<file path="config.mk">
export PLATFORM = sky130hd
export DESIGN_NAME = readout
export DESIGN_NICKNAME = d
export VERILOG_FILES = /design/src/rtl/la_pkg.sv /design/src/rtl/readout_addr_cntr.sv /design/src/rtl/readout.sv
export SDC_FILE = /design/constraint.sdc
export NUM_CORES = 1
export LEC_CHECK = 0
export BUFFER_PORTS_ARGS = -buffer_cell sky130_fd_sc_hd__buf_2
export CAP_MARGIN = 30
export CORE_ASPECT_RATIO = 1.75
export CORE_UTILIZATION = 30
export DETAILED_ROUTE_END_ITERATION = 16
export HOLD_SLACK_MARGIN = 0.1
export SLEW_MARGIN = 20
export SYNTH_ARGS = -nofsm -noshare
export SYNTH_HDL_FRONTEND = slang
export SYNTH_HIERARCHICAL = 1
export SYNTH_SLANG_ARGS = --single-unit
</file>
<file path="constraint.sdc">
create_clock -name clk -period 2.65 [get_ports clk]
set_input_delay 0.265 -clock clk [delete_from_list [all_inputs] [get_ports clk]]
set_output_delay 0.265 -clock clk [all_outputs]
set_load 0.005 [all_outputs]
</file>
<file path="src/rtl/la_pkg.sv">
// Shared constants, defaults and FSM encoding for the acquisition/readout path.
package la_pkg;

  localparam int LA_ADDR_W = 10;
  localparam int LA_DATA_W = 8;

  localparam logic [LA_ADDR_W-1:0] LAST_ADDR = '1;

  typedef enum logic [2:0] {
    IDLE,
    FETCH,
    LATCH,
    SEND,
    CSUM,
    DONE
  } state_t;

endpackage

</file>
<file path="src/rtl/readout_addr_cntr.sv">
// RAM read address counter: synchronous clear beats increment; last flags the final address.
// Latency: q updates on the edge after clr/inc; no backpressure of its own.
module readout_addr_cntr
  import la_pkg::*;
#(
  parameter int ADDR_W = LA_ADDR_W
) (
  input  logic              clk,
  input  logic              rst,
  input  logic              clr,
  input  logic              inc,
  output logic [ADDR_W-1:0] q,
  output logic              last
);

  always_ff @(posedge clk or posedge rst) begin
    if (rst) begin
      q <= '0;
    end else if (clr) begin
      q <= '0;
    end else if (inc) begin
      q <= q + 1'b1;
    end
  end

  assign last = &q;

endmodule

</file>
<file path="src/rtl/readout.sv">
// Drains the sample RAM in address order onto a valid/ready byte stream, then pulses done_rd.
// Latency: grant sampled at edge k -> first handshake possible at edge k+3, 3 cycles/byte minimum;
// backpressure: tx_valid/tx_data hold until tx_ready. READOUT_CHECKSUM_EN appends a zero-sum byte.
module readout
  import la_pkg::*;
#(
  parameter int ADDR_W = LA_ADDR_W,
  parameter int DATA_W = LA_DATA_W
) (
  input  logic              clk,
  input  logic              rst,
  input  logic              grant_rd,
  output logic              done_rd,
  output logic [ADDR_W-1:0] rd_addr,
  output logic              rd_en,
  input  logic [DATA_W-1:0] rd_data,
  output logic [DATA_W-1:0] tx_data,
  output logic              tx_valid,
  input  logic              tx_ready,
  output logic              busy
);

  state_t state;
  logic   cnt_clr;
  logic   cnt_inc;
  logic   last;
  logic   send_hs;

  assign send_hs = (state == SEND) && tx_ready;
  assign cnt_clr = ((state == IDLE) && grant_rd) || (state == DONE);
  assign cnt_inc = send_hs && !last;

  readout_addr_cntr #(
    .ADDR_W(ADDR_W)
  ) u_addr_cntr (
    .clk (clk),
    .rst (rst),
    .clr (cnt_clr),
    .inc (cnt_inc),
    .q   (rd_addr),
    .last(last)
  );

`ifdef READOUT_CHECKSUM_EN
  logic [DATA_W-1:0] sum;

  always_ff @(posedge clk or posedge rst) begin
    if (rst) begin
      sum <= '0;
    end else if (state == IDLE) begin
      sum <= '0;
    end else if (send_hs) begin
      sum <= sum + tx_data;
    end
  end
`endif

  always_ff @(posedge clk or posedge rst) begin
    if (rst) begin
      state    <= IDLE;
      rd_en    <= 1'b0;
      tx_data  <= '0;
      tx_valid <= 1'b0;
      done_rd  <= 1'b0;
      busy     <= 1'b0;
    end else begin
      rd_en   <= 1'b0;
      done_rd <= 1'b0;
      case (state)
        IDLE: begin
          if (grant_rd) begin
            state <= FETCH;
            rd_en <= 1'b1;
            busy  <= 1'b1;
          end
        end
        FETCH: begin
          state <= LATCH;
        end
        LATCH: begin
          tx_data  <= rd_data;
          tx_valid <= 1'b1;
          state    <= SEND;
        end
        SEND: begin
          if (tx_ready) begin
            if (last) begin
`ifdef READOUT_CHECKSUM_EN
              // tx_valid stays high: the checksum byte follows with no gap
              tx_data <= ~(sum + tx_data) + 1'b1;
              state   <= CSUM;
`else
              tx_valid <= 1'b0;
              done_rd  <= 1'b1;
              state    <= DONE;
`endif
            end else begin
              tx_valid <= 1'b0;
              rd_en    <= 1'b1;
              state    <= FETCH;
            end
          end
        end
`ifdef READOUT_CHECKSUM_EN
        CSUM: begin
          if (tx_ready) begin
            tx_valid <= 1'b0;
            done_rd  <= 1'b1;
            state    <= DONE;
          end
        end
`endif
        DONE: begin
          busy  <= 1'b0;
          state <= IDLE;
        end
        default: begin
          tx_valid <= 1'b0;
          busy     <= 1'b0;
          state    <= IDLE;
        end
      endcase
    end
  end

endmodule

</file>
==> results_dict.tcl, run 1 <==
set metrics [dict create \
    final.setup.tns_ns 0 \
    slew_headroom_pct 63.2 \
    synth_top_area_share_pct 54.6 \
    final_min_period_over_clock_period_pct 85.5 \
    p_switching_uw 450 \
    die_x_um 48.7 \
    post_cts_resized 0 \
    cts.sink_count 25 \
    routedWlPerCell_um 13.0 \
    place_ws_ns 0.399 \
    ys_ff_latch 25 \
    grt_pass1_vias 857 \
    fin_area_um2 1420 \
    synth_top_cell_by_area "dfrtp_1" \
    powerDensity_nw_per_um2 929 \
    start_kind "flop" \
    rows 29 \
    via_per_inst 5.03 \
    skew_ns 0.00544 \
    vdd_drop_max_mv 0.520 \
    endpoint "u_addr_cntr/q[7]$_DFFE_PP0P_" \
    postSynthAreaPerCell_um2 11.4 \
    startpoint "state[2]$_DFFE_PP0P_" \
    insertion_delay_ns 0.27 \
    ys_seq_area_share_pct 54.6 \
    drive_gt1_share_pct 39.0 \
    syn_nets 113 \
    port_buffers 33 \
    drt_iter0_drc 25 \
    clock_tree.root_cell "clkbuf_8" \
    cts_buffers 3 \
    rsz0062_at_grt "no" \
    regToRegEndpoint "u_addr_cntr/q[7]$_DFFE_PP0P_" \
    p_int_uw 870 \
    finalSetupViolCount 0 \
    areaGrowthSynthToFinish_pct 24.2 \
    ff2ff_path_depth 5 \
    synthTopCellsByArea "dfrtp_1, mux2_2, a21oi_1" \
    placed_area_um2 1370 \
    r2r_start "state[2]$_DFFE_PP0P_" \
    routed_wl_mm 2.37 \
    pin_count 34 \
    fmax_mhz 441 \
    min_path_type "in -> reg" \
    status "finished clean" \
    cts_hold_buf 1 \
    drt.antenna.violating_nets 0 \
    syn_inst 100 \
    syn-cell-area_um2 1140 \
    grt_pass1_wl_mm 3.93 \
    crit_arrival_ns 2.45 \
    cap_violations 0 \
    drc 0 \
    clock_power_share_pct 16.7 \
    worstPathRequired_ns 2.84 \
    path_class "reg -> reg" \
    ctsLongestPathBuffers 2 \
    r2r_setup_slack_ns 0.38 \
    p_leak_uw 0.000660 \
    grt_util_all_layers_pct 12.4 \
    die-area_um2 4080 \
    total_power_uw 1320 \
    cts.clk_slew.worst_paths_ns 0.09 \
    slew_violations 0 \
    fin_ws_ns 0.385 \
    gr-total-overflow 0 \
    p_seq_share_pct 48.8 \
    antenna_found_initial 0 \
    h-tree-depth 1 \
    nNetsFinal 150 \
    gp_congestion 0.804 \
    crit_path_end_kind "flop" \
    comb_power_share_pct 34.5 \
    cts_setup_buffers 0 \
    yosysWarnings 6 \
    finalHoldViolations 0 \
    diodes 0 \
    start_util_pct 31.6 \
    grt_max_degree 16 \
    crit_fanout 11 \
    nFillCells 383 \
    worstMarginPinSlew_ns 0.551 \
    tritoncts "yes" \
    synth.distinct_cells 28 \
    die_h_um 83.7 \
    core_um2 3630 \
    p_sw_share_pct 34.1 \
    post-route-util_pct 39.2 \
    min_period_ns 2.27 \
    dr_total_vias 915 \
    hpwl_mm 1.77 \
    firstDrtPassIters 6 \
]
-- how the worst min path moves through the flow --
stage,start,to,slack (ns),cells after the start
final,rd_data[4],tx_data[4]$_DFFE_PP0P_,0.23,2
after global routing,rd_data[5],tx_data[5]$_DFFE_PP0P_,0.21,2
after CTS,rd_data[4],tx_data[4]$_DFFE_PP0P_,0.22,2
after detailed placement,rst,u_addr_cntr/q[2]$_DFFE_PP0P_,0.28,2
after global placement,rst,u_addr_cntr/q[2]$_DFFE_PP0P_,0.28,2
after floorplan,rst,u_addr_cntr/q[0]$_DFFE_PP0P_,0.11,1
-- worst max-delay path: stages, from the launching register on --
cell and delay (ns):
dfrtp_1 0.51, or3b_2 0.48, a21oi_1 0.28, o2111ai_4 0.23, or4_1 0.52, a21oi_1 0.17
-- metal layers --
metal	part of all wire, %	global-route usage (%)
met1	42	14.3
met2	51	22.1
met3	5.9	1.64
met4	1.6	5.88
met5	0	0
-- through the flow --
stage	cells	hold WS, ns
2_1_floorplan	100	0.105
4_1_cts	182	0.219
6_report	182	0.226
3_3_place_gp	177	0.277
3_5_place_dp	177	0.279
5_1_grt	182	0.212
-- state kept, by name, indices dropped and copies added, names as in the netlist --
register / flops
busy: 1
rd_en: 1
tx_data: 8
u_addr_cntr/q: 10
tx_valid: 1
state: 3
done_rd: 1
-- kinds of logic (layout without fill, tap and decap cells) --
kind of cell	after synthesis	in the layout	share of synthesized area (%)
AND/OR/NAND/NOR	35	35	18.9
flip-flops	25	25	54.6
AO/OA/AOI/OAI	16	16	10.1
buffers and inverters	10	46	3.50
multiplexers	9	9	8.74
XOR/XNOR	4	4	3.06
adder cells (fa/ha/maj)	1	1	1.09
-- synthesized netlist by cell type --
master and instances:
or4_1 4, o2111ai_4 1, dfrtp_1 25, nor2b_1 1
a21oi_1 9, clkbuf_1 2, or3b_2 2, mux2i_1 1
o31ai_1 4, nor3b_1 3, xnor2_1 1, buf_2 2
and3b_2 1, nor3_1 2, nor3b_4 1, nor2_1 6
inv_1 6, nand2_1 6, ha_1 1, a211o_1 1
or3_2 1, nand4b_1 1, nand4_1 3, nand2b_1 1
nand3_1 3, o21ai_0 1, xor2_1 3, mux2_2 8
-- layout by cell type, fill, tap and decap left out, drive strengths merged --
cell	netlist	routed
nand4	3	3
and3b	1	1
nor2b	1	1
nand2b	1	1
inv	6	6
clkbuf	2	3
nand3	3	3
clkinv	0	1
nand2	6	6
xnor2	1	1
buf	2	35
nor2	6	6
o21ai	1	1
a211o	1	1
mux2	8	8
nand4b	1	1
or3b	2	2
dlygate4sd3	0	1
a21oi	9	9
or4	4	4
xor2	3	3
nor3	2	2
or3	1	1
o2111ai	1	1
nor3b	4	4
mux2i	1	1
dfrtp	25	25
ha	1	1
o31ai	4	4
-- cell type report --
cell class / count / area [um^2] / area share [%]
timing repair buffer: 36 / 190 / 13.4
sequential: 25 / 626 / 44.0
inverter: 6 / 22.5 / 1.58
tap: 46 / 57.6 / 4.05
multi-input combinational: 65 / 479 / 33.7
clock inverter: 1 / 5.00 / 0.352
clock buffer: 3 / 41.3 / 2.90
-- power groups by stage --
stage	Combinational, uW	Sequential (uW)	Clock [uW]
6_report	456	644	220
5_1_grt	508	666	248
4_1_cts	466	646	230
3_5_place_dp	464	654	0
3_3_place_gp	448	633	0
2_1_floorplan	296	624	0
Power figures use the tool's default switching activity.
==> run 2, diff against run 1 <==
CORE_UTILIZATION = 42   (was 30)
PLACE_DENSITY = 0.67   (was default)
==> run 2 against run 1 <==
  * Highest routed layer unchanged
  * Cell count shrank 11%
  * Clock-buffer cell count grew 1
  * Worst setup slack gained 0.012 ns
  * Utilization grew 16 points
  * Critical path depth is the same
  * Largest cell class unchanged
  * Non-clock buffer count is the same
  * Power shrank 1.1%
  * Hold slack gained 0.0052 ns
==> results_dict.tcl, run 2 (synthesis gave the netlist of run 1 again) <==
set metrics [dict create \
    cap_violations 0 \
    tritoncts "yes" \
    gr-total-overflow 0 \
    die_h_um 71.1 \
    final_cells 162 \
    clock_tree.root_cell "clkbuf_8" \
    multi_input_area_um2 479 \
    pin_count 34 \
    min_path_type "in -> reg" \
    dp.cells 157 \
    cts_buffers 3 \
    drt.antenna.violating_nets 0 \
    diodes 0 \
    status "finished clean" \
    crit_fanout 11 \
    grt_max_degree 16 \
    finalHoldViolations 0 \
    die_x_um 41.5 \
    dr_total_vias 887 \
    crit_path_end_kind "flop" \
    core_um2 2520 \
    largest_register_ffs 10 \
    post_cts_resized 0 \
    ctsLongestPathBuffers 2 \
    fmax_mhz 444 \
    cts_setup_buffers 0 \
    via_per_inst 5.48 \
    powerDensity_nw_per_um2 936 \
    total_power_uw 1310 \
    final_min_period_over_clock_period_pct 85.0 \
    reg_top3 "u_addr_cntr/q: 10 flops, tx_data: 8 flops, state: 3 flops" \
    path_class "reg -> reg" \
    die-area_um2 2950 \
    grt_util_all_layers_pct 16.5 \
    top_register "u_addr_cntr/q" \
    hp-start "rd_data[7]" \
    final_cell_mix "buf_2, dfrtp_1, a21oi_1" \
    routed_wl_mm 2.22 \
    slew_headroom_pct 62.6 \
    firstDrtPassIters 2 \
    grt_pass1_wl_mm 3.85 \
    hold_end "tx_data[7]$_DFFE_PP0P_" \
    cts.clk_slew.worst_paths_ns 0.08 \
    finalSetupViolCount 0 \
    final.setup.tns_ns 0 \
    regToRegEndpoint "u_addr_cntr/q[9]$_DFFE_PP0P_" \
    rsz0062_at_grt "no" \
    min_period_ns 2.25 \
    drive_gt1_share_pct 38.2 \
    start_util_pct 45.4 \
    final_common_cell "buf_2" \
    r2r_setup_slack_ns 0.40 \
    gp_congestion 0.692 \
    h-tree-depth 1 \
    skew_ns 0.00177 \
    worstPathRequired_ns 2.84 \
    p_leak_uw 0.000657 \
    ff2ff_path_depth 5 \
    insertion_delay_ns 0.26 \
    port_buffers 33 \
    start_kind "flop" \
    worstMarginPinSlew_ns 0.560 \
    vdd_drop_max_mv 0.465 \
    hold_depth 2 \
    cts.sink_count 25 \
    fin_area_um2 1400 \
    areaGrowthSynthToFinish_pct 21.9 \
    nNetsFinal 150 \
    routedWlPerCell_um 13.7 \
    grt_pass1_vias 946 \
    cts_hold_buf 1 \
    hpwl_mm 1.72 \
    seq_area_um2 626 \
    placed_area_um2 1340 \
    rows 24 \
    drt_iter0_drc 17 \
    nFillCells 248 \
    antenna_found_initial 0 \
    crit_arrival_ns 2.44 \
    r2r_start "state[2]$_DFFE_PP0P_" \
    slew_violations 0 \
    drc 0 \
]
[run 2: layout make-up]
cell class              count  share of cell area (%)
inverters                   6                    1.61
clock buffers               4                    3.23
repair buffers             36                    13.6
flip-flops and latches     25                    44.8
well taps                  26                    2.33
multi-input cells          65                    34.3
[run 2: routing by layer]
metal / share of wire (%) / track usage (%) / vias to the layer above / wire (um)
met3: 4.1 / 2.04 / 2 / 92
met4: 0.90 / 7.53 / 0 / 20
met2: 57 / 32.1 / 24 / 1270
met5: 0 / 0 / - / 0
li1: - / - / 428 / -
met1: 38 / 16.6 / 433 / 836
[run 2: where the power goes]
group | internal [uW] | switching [uW] | leakage (uW)
clock | 107 | 109 | 0.0000228
combinational | 255 | 201 | 0.000324
sequential | 509 | 125 | 0.000310
[run 2: through the flow]
stage | worst slack, ns | util [%] | hold slack, ns
floorplan | 0.493 | - | 0.105
global placement | 0.510 | 53.1 | 0.276
detailed placement | 0.408 | 53.1 | 0.276
CTS | 0.398 | 55.3 | 0.223
global route | 0.241 | 55.3 | 0.230
finish | 0.397 | 55.3 | 0.231
[run 2: how the worst max path moves through the flow]
stage / startpoint / endpoint / slack, ns / cells past startpoint
after global routing: state[2]$_DFFE_PP0P_ / u_addr_cntr/q[7]$_DFFE_PP0P_ / 0.24 / 5
after detailed placement: state[2]$_DFFE_PP0P_ / u_addr_cntr/q[7]$_DFFE_PP0P_ / 0.41 / 5
final: state[2]$_DFFE_PP0P_ / u_addr_cntr/q[9]$_DFFE_PP0P_ / 0.40 / 5
after CTS: state[2]$_DFFE_PP0P_ / u_addr_cntr/q[9]$_DFFE_PP0P_ / 0.40 / 5
after global placement: state[2]$_DFFE_PP0P_ / u_addr_cntr/q[7]$_DFFE_PP0P_ / 0.51 / 5
after floorplan: state[2]$_DFFE_PP0P_ / u_addr_cntr/q[7]$_DFFE_PP0P_ / 0.49 / 6
[run 2: worst max-delay path, cell delays in order, from the launching register on]
cell	delay, ns
dfrtp_1	0.51
or3b_2	0.49
a21oi_1	0.29
o2111ai_4	0.23
or4_1	0.50
a21oi_1	0.16
